### config.mk
export PLATFORM = sky130hd
export DESIGN_NAME = lsu_apb
export DESIGN_NICKNAME = d
export VERILOG_FILES = /design/src/rtl/lsu_apb.sv
export SDC_FILE = /design/constraint.sdc
export NUM_CORES = 1
export LEC_CHECK = 0
export BUFFER_PORTS_ARGS = -buffer_cell sky130_fd_sc_hd__buf_2
export CAP_MARGIN = 5
export CORE_MARGIN = 4
export CORE_UTILIZATION = 45
export CTS_CLUSTER_DIAMETER = 30
export CTS_CLUSTER_SIZE = 16
export DETAILED_ROUTE_END_ITERATION = 16
export PLACE_DENSITY = 0.83
export SYNTH_ARGS = -nofsm -noshare
export SYNTH_HDL_FRONTEND = slang
export SYNTH_SLANG_ARGS = --single-unit
### constraint.sdc
create_clock -name clk -period 4.47 [get_ports clk]
set_input_delay 0.447 -clock clk [delete_from_list [all_inputs] [get_ports clk]]
set_output_delay 0.447 -clock clk [all_outputs]
set_load 0.05 [all_outputs]
### src/rtl/lsu_apb.sv
// lsu_apb: load/store unit bridging the execute stage to an APB data memory.
//
// One access is in flight at a time. A request accepted in IDLE runs
// through an APB SETUP phase and one or more ACCESS phases. The cycle after
// the slave raises pready, a one-cycle completion pulse reports load data and
// the slave error flag.
//
// Optional feature: define LSU_TIMEOUT_EN to add an access watchdog. It
// aborts an access that waits TIMEOUT ACCESS cycles and reports it as an
// errored completion.
//
// Ports:
//   clk, rst            clock (rising edge), asynchronous active-high reset
//   req_valid/req_ready request handshake from the execute stage
//   req_write           1 = store, 0 = load
//   req_addr            word address
//   req_wdata           store data
//   resp_valid          one-cycle completion pulse
//   resp_rdata          last load data, held until the next load completes
//   resp_err            completion had a slave error or timeout
//   stall               freeze the upstream pipeline (combinational)
//   err_count           saturating count of errored completions
//   paddr/psel/penable/pwrite/pwdata  APB master outputs
//   prdata/pready/pslverr             APB slave returns
module lsu_apb #(
   parameter int unsigned DATA_W  = 16,
   parameter int unsigned ADDR_W  = 6,
   parameter int unsigned TIMEOUT = 15
) (
   input  logic              clk,
   input  logic              rst,
   input  logic              req_valid,
   output logic              req_ready,
   input  logic              req_write,
   input  logic [ADDR_W-1:0] req_addr,
   input  logic [DATA_W-1:0] req_wdata,
   output logic              resp_valid,
   output logic [DATA_W-1:0] resp_rdata,
   output logic              resp_err,
   output logic              stall,
   output logic [7:0]        err_count,
   output logic [ADDR_W-1:0] paddr,
   output logic              psel,
   output logic              penable,
   output logic              pwrite,
   output logic [DATA_W-1:0] pwdata,
   input  logic [DATA_W-1:0] prdata,
   input  logic              pready,
   input  logic              pslverr
);

   if (TIMEOUT < 1) begin : g_timeout_chk
      $error("lsu_apb: TIMEOUT must be at least 1");
   end

   typedef enum logic [1:0] {IDLE, SETUP, ACCESS} state_t;

   state_t              state_q;
   logic                psel_q;
   logic                penable_q;
   logic                pwrite_q;
   logic [ADDR_W-1:0]   paddr_q;
   logic [DATA_W-1:0]   pwdata_q;
   logic                resp_valid_q;
   logic                resp_err_q;
   logic [DATA_W-1:0]   resp_rdata_q;
   logic [7:0]          err_cnt_q;
   logic [7:0]          err_cnt_d;

`ifdef LSU_TIMEOUT_EN
   // Counts ACCESS cycles already spent waiting; the access that would be
   // the TIMEOUT-th without pready is aborted at its closing edge.
   localparam int unsigned     WD_W     = (TIMEOUT > 1) ? $clog2(TIMEOUT) : 1;
   localparam logic [WD_W-1:0] WD_LIMIT = WD_W'(TIMEOUT - 1);
   logic [WD_W-1:0]            wd_q;
`endif

   assign err_cnt_d = (err_cnt_q == '1) ? err_cnt_q : err_cnt_q + 8'd1;

   always_ff @(posedge clk or posedge rst) begin
      if (rst) begin
         state_q      <= IDLE;
         psel_q       <= 1'b0;
         penable_q    <= 1'b0;
         pwrite_q     <= 1'b0;
         paddr_q      <= '0;
         pwdata_q     <= '0;
         resp_valid_q <= 1'b0;
         resp_err_q   <= 1'b0;
         resp_rdata_q <= '0;
         err_cnt_q    <= '0;
`ifdef LSU_TIMEOUT_EN
         wd_q         <= '0;
`endif
      end else begin
         resp_valid_q <= 1'b0;
         resp_err_q   <= 1'b0;
         case (state_q)
            IDLE: begin
               if (req_valid) begin
                  state_q  <= SETUP;
                  psel_q   <= 1'b1;
                  pwrite_q <= req_write;
                  paddr_q  <= req_addr;
                  pwdata_q <= req_wdata;
               end
            end
            SETUP: begin
               state_q   <= ACCESS;
               penable_q <= 1'b1;
`ifdef LSU_TIMEOUT_EN
               wd_q      <= '0;
`endif
            end
            ACCESS: begin
               if (pready) begin
                  state_q      <= IDLE;
                  psel_q       <= 1'b0;
                  penable_q    <= 1'b0;
                  pwrite_q     <= 1'b0;
                  resp_valid_q <= 1'b1;
                  resp_err_q   <= pslverr;
                  if (!pwrite_q) begin
                     resp_rdata_q <= prdata;
                  end
                  if (pslverr) begin
                     err_cnt_q <= err_cnt_d;
                  end
               end
`ifdef LSU_TIMEOUT_EN
               else if (wd_q == WD_LIMIT) begin
                  // Abort: completes as an error with resp_rdata untouched.
                  state_q      <= IDLE;
                  psel_q       <= 1'b0;
                  penable_q    <= 1'b0;
                  pwrite_q     <= 1'b0;
                  resp_valid_q <= 1'b1;
                  resp_err_q   <= 1'b1;
                  err_cnt_q    <= err_cnt_d;
               end else begin
                  wd_q <= wd_q + 1'b1;
               end
`endif
            end
            default: state_q <= IDLE;
         endcase
      end
   end

   assign req_ready  = (state_q == IDLE) & ~rst;
   // With rst low, req_valid & ~req_ready already implies a non-IDLE state;
   // the explicit rst gate keeps stall low throughout reset.
   assign stall      = ~rst & ((state_q != IDLE) | (req_valid & ~req_ready));

   assign psel       = psel_q;
   assign penable    = penable_q;
   assign pwrite     = pwrite_q;
   assign paddr      = paddr_q;
   assign pwdata     = pwdata_q;
   assign resp_valid = resp_valid_q;
   assign resp_err   = resp_err_q;
   assign resp_rdata = resp_rdata_q;
   assign err_count  = err_cnt_q;

endmodule

==> results summary <==
The signal on the critical path passes through nor3b_4 > mux2_2. The source of the worst register-to-register timing path is state_q[1]. In this run the mean area of a mapped cell was 15.2 µm². The DRC violation count after routing is 0. The mean routed wirelength per cell came out at 14.4 µm. The final weighted congestion of routability-driven global placement is 0.713.

The die area is 5930 µm². The number of antenna violations at the first check in global routing came out at 0. The number of endpoints with negative hold slack in the final report is 0. The aggregate routed wire length is 4220 µm. The accumulated negative setup slack came out at 0 ns. After synthesis, the largest area contributor takes up 61.9% of total cell area.

Yosys attributes the largest share of cell area to sky130_fd_sc_hd__dfrtp_1 62%, sky130_fd_sc_hd__mux2_2 21%, sky130_fd_sc_hd__buf_6 2.1%. The number of max-cap violations is 0. The required time at the endpoint of the critical path came out at 4.66 ns.

The synthesized design contains 0 enable-type register cells. The effective utilization at floorplan came out at 47.9%. The via density per instance came out at 4.90.

The worst setup path is launched from a flip-flop. The share of flip-flops with an asynchronous set or reset after synthesis is 100%. The number of I/O pins is 97. During placement, the flow inserted port buffers numbering 96. The die is 77.0 µm wide.

The number of routed nets with antenna violations came out at 0. The delay of the slowest cell on the worst path came out at 0.97 ns. The post-route worst setup slack is 2.45 ns.

The maximum operating frequency is 496 MHz. The initialized floorplan defines 24 standard-cell rows. The latest clock arrival within the worst-skew pair is 0.30 ns. In this run the most critical hold path is launched from req_write. In the final design database the tool counted 285 nets. The half-perimeter wire length after detailed placement is 3210 µm.

The first-pass iteration count of the detailed router is 3. The fraction of final layout cells with drive strength greater than 1 came out at 63.1%. Once layout is done, the placed cells without fillers occupy 2760 µm².

The clock input transition at the sequential cells of the worst setup and hold paths came out at 0.09 ns. Counting every net in the synthesized netlist gives 186. The post-CTS setup buffer count came out at 0.

The worst-case clock buffer depth came out at 2. The synthesized design spends more area on one cell type than any other, namely sky130_fd_sc_hd__dfrtp_1. The cell area after placement is 2640 µm².

Among all cell types in the netlist, the one instantiated most often is sky130_fd_sc_hd__dfrtp_1. After layout, the worst path uses 45.1% of the clock period. Summing over every cut layer, the via total after detailed routing is 1435. The remaining global-route overflow is 0. The DRC violation total after the first TritonRoute iteration came out at 28. The synthesis warning total is 0. The commonest cells after synthesis are 53 x sky130_fd_sc_hd__dfrtp_1, 40 x sky130_fd_sc_hd__mux2_2, 5 x sky130_fd_sc_hd__nor2_1.

The critical path is of the flip-flop to flip-flop type. After synthesis, flip-flops and latches occupy 61.9% of the total area. The setup clock skew after layout is 0.00719 ns. The total number of clock tree sinks is 53. The cell count after synthesis came out at 141.

The utilization after layout came out at 61.8%. In this run the worst hold path is classified as input pin to flip-flop. The worst register-to-register path has a depth of 2. The sum of buffers and inverters on the critical path is 0. The signal arrival time at the worst endpoint is 2.20 ns.

The number of CTS-inserted buffers came out at 5. The area of the mapped netlist came out at 2140 µm². CTS built an H-tree with a depth of 2. Among all flip-flop cells after synthesis, the most frequent one is sky130_fd_sc_hd__dfrtp_1. For this run, the total global-route usage over all layers was measured as 15.5%. The number of antenna diodes in the final layout is 0. Setup slack on the worst reg-to-reg path comes out at 2.45 ns. The layout filler cell count is 373. The flow ran to the end, and the final reports show no timing, DRC or antenna violations. Setup violations remaining at the end of the flow were counted as 0. The floorplan die height came out at 77.0 µm.

After synthesis the netlist holds a flip-flop and latch count of 53. The clock tree from TritonCTS is done. The number of instances on the worst hold path is 3. In this run, distinct cell masters in the synthesized netlist total 27. The number of gates resized after CTS came out at 0. Setup repair after global routing left no endpoint under its margin. The via count of the first global-routing pass was 1551. Along the worst path, the maximum fanout reaches 26.

The master cell of the clock root buffer is sky130_fd_sc_hd__clkbuf_8. The final critical-path required period is 2.02 ns. The quantity of hold-fixing buffers added after cts came out at 0.

The worst slew slack as a fraction of its limit came out at 25.0%. The slowest stage of the critical path belongs to the cell sky130_fd_sc_hd__nor3b_4. The first-pass GRT wire length is 7380 µm. The largest delay contributor family on the critical path is simple AND/OR/NAND/NOR gates.

The worst-case setup slack after placement came out at 2.41 ns. The core region is 4470 µm². The post-synthesis to final-layout area growth is 29.0%. The number of max-slew violations in the final report came out at 0.

The endpoint of the lowest-slack register-to-register path is pwdata[12]. The nature of the critical path endpoint is a flip-flop. The largest net degree at the start of global routing is 54. The terminating pin of the worst hold path is pwrite.

The slew of the pin with the lowest slew margin came out at 1.12 ns.
-- flip-flops by register name, summed over array words and instances (netlist names) --
name,flops
penable,1
psel,1
pwdata,16
err_count,8
paddr,6
resp_valid,1
resp_err,1
pwrite,1
resp_rdata,16
state_q,2
-- cells in the final DEF, fill, tap and decap left out, types with 2 or more instances in the layout --
| cell | synthesis | final |
|---|---|---|
| sky130_fd_sc_hd__buf_2 | 0 | 96 |
| sky130_fd_sc_hd__dfrtp_1 | 53 | 53 |
| sky130_fd_sc_hd__mux2_2 | 40 | 40 |
| sky130_fd_sc_hd__clkbuf_8 | 0 | 6 |
| sky130_fd_sc_hd__nor2_1 | 5 | 5 |
| sky130_fd_sc_hd__nand2_1 | 4 | 4 |
| sky130_fd_sc_hd__nand3_1 | 3 | 3 |
| sky130_fd_sc_hd__xor2_1 | 3 | 3 |
| sky130_fd_sc_hd__inv_1 | 4 | 3 |
| sky130_fd_sc_hd__a211oi_1 | 3 | 3 |
| sky130_fd_sc_hd__nor3_1 | 3 | 3 |
| sky130_fd_sc_hd__a21o_1 | 2 | 2 |
| sky130_fd_sc_hd__a21oi_1 | 2 | 2 |
-- per-layer routing --
layer  wire [µm]  track usage [%]
met4          39             4.27
met1        1810             19.2
met3         332             5.50
met5           0                0
met2        2040             25.8
-- per-stage QoR --
step	hold WS (ns)	cells
floorplan	0.564	141
global placement	0.460	285
detailed placement	0.467	285
CTS	0.354	293
global route	0.358	293
finish	0.367	293
-- worst min-delay path: stages --
cell	delay (ns)
sky130_fd_sc_hd__buf_2	0.07
sky130_fd_sc_hd__nand2_1	0.04
sky130_fd_sc_hd__o21ai_0	0.06
-- final cells by class --
class	instances	area, µm²	area share [%]
well taps	52	65.1	2.35
clock inverters	2	37.5	1.36
flip-flops and latches	53	1330	48.0
repair buffers	96	480	17.4
clock buffers	6	82.6	2.99
multi-input cells	80	757	27.4
inverters	4	15.0	0.543
-- how the worst max path moves through the flow --
stage                 end  slack, ns  startpoint  cells after the start
6_report       pwdata[12]       2.45  state_q[1]                      2
5_1_grt         pwdata[8]       2.31  state_q[1]                      2
4_1_cts        pwdata[12]       2.40  state_q[1]                      2
3_5_place_dp   pwdata[12]       2.41  state_q[1]                      2
3_3_place_gp   pwdata[10]       2.45  state_q[1]                      2
2_1_floorplan   req_ready       2.43  state_q[1]                      2
-- cells by family (layout without fill, tap and decap cells) --
kind of cell,Yosys count,after routing,synth area share [%]
adder cells (fa/ha/maj),1,1,0.584
buffers and inverters,8,108,2.80
flip-flops,53,53,61.9
AO/OA/AOI/OAI,8,8,2.45
XOR/XNOR,4,4,1.63
multiplexers,41,41,21.5
AND/OR/NAND/NOR,26,26,9.17
Power is left out: the tool's default activity adds up to more than one toggle a clock period on the data nets, which glitch-free logic cannot reach.
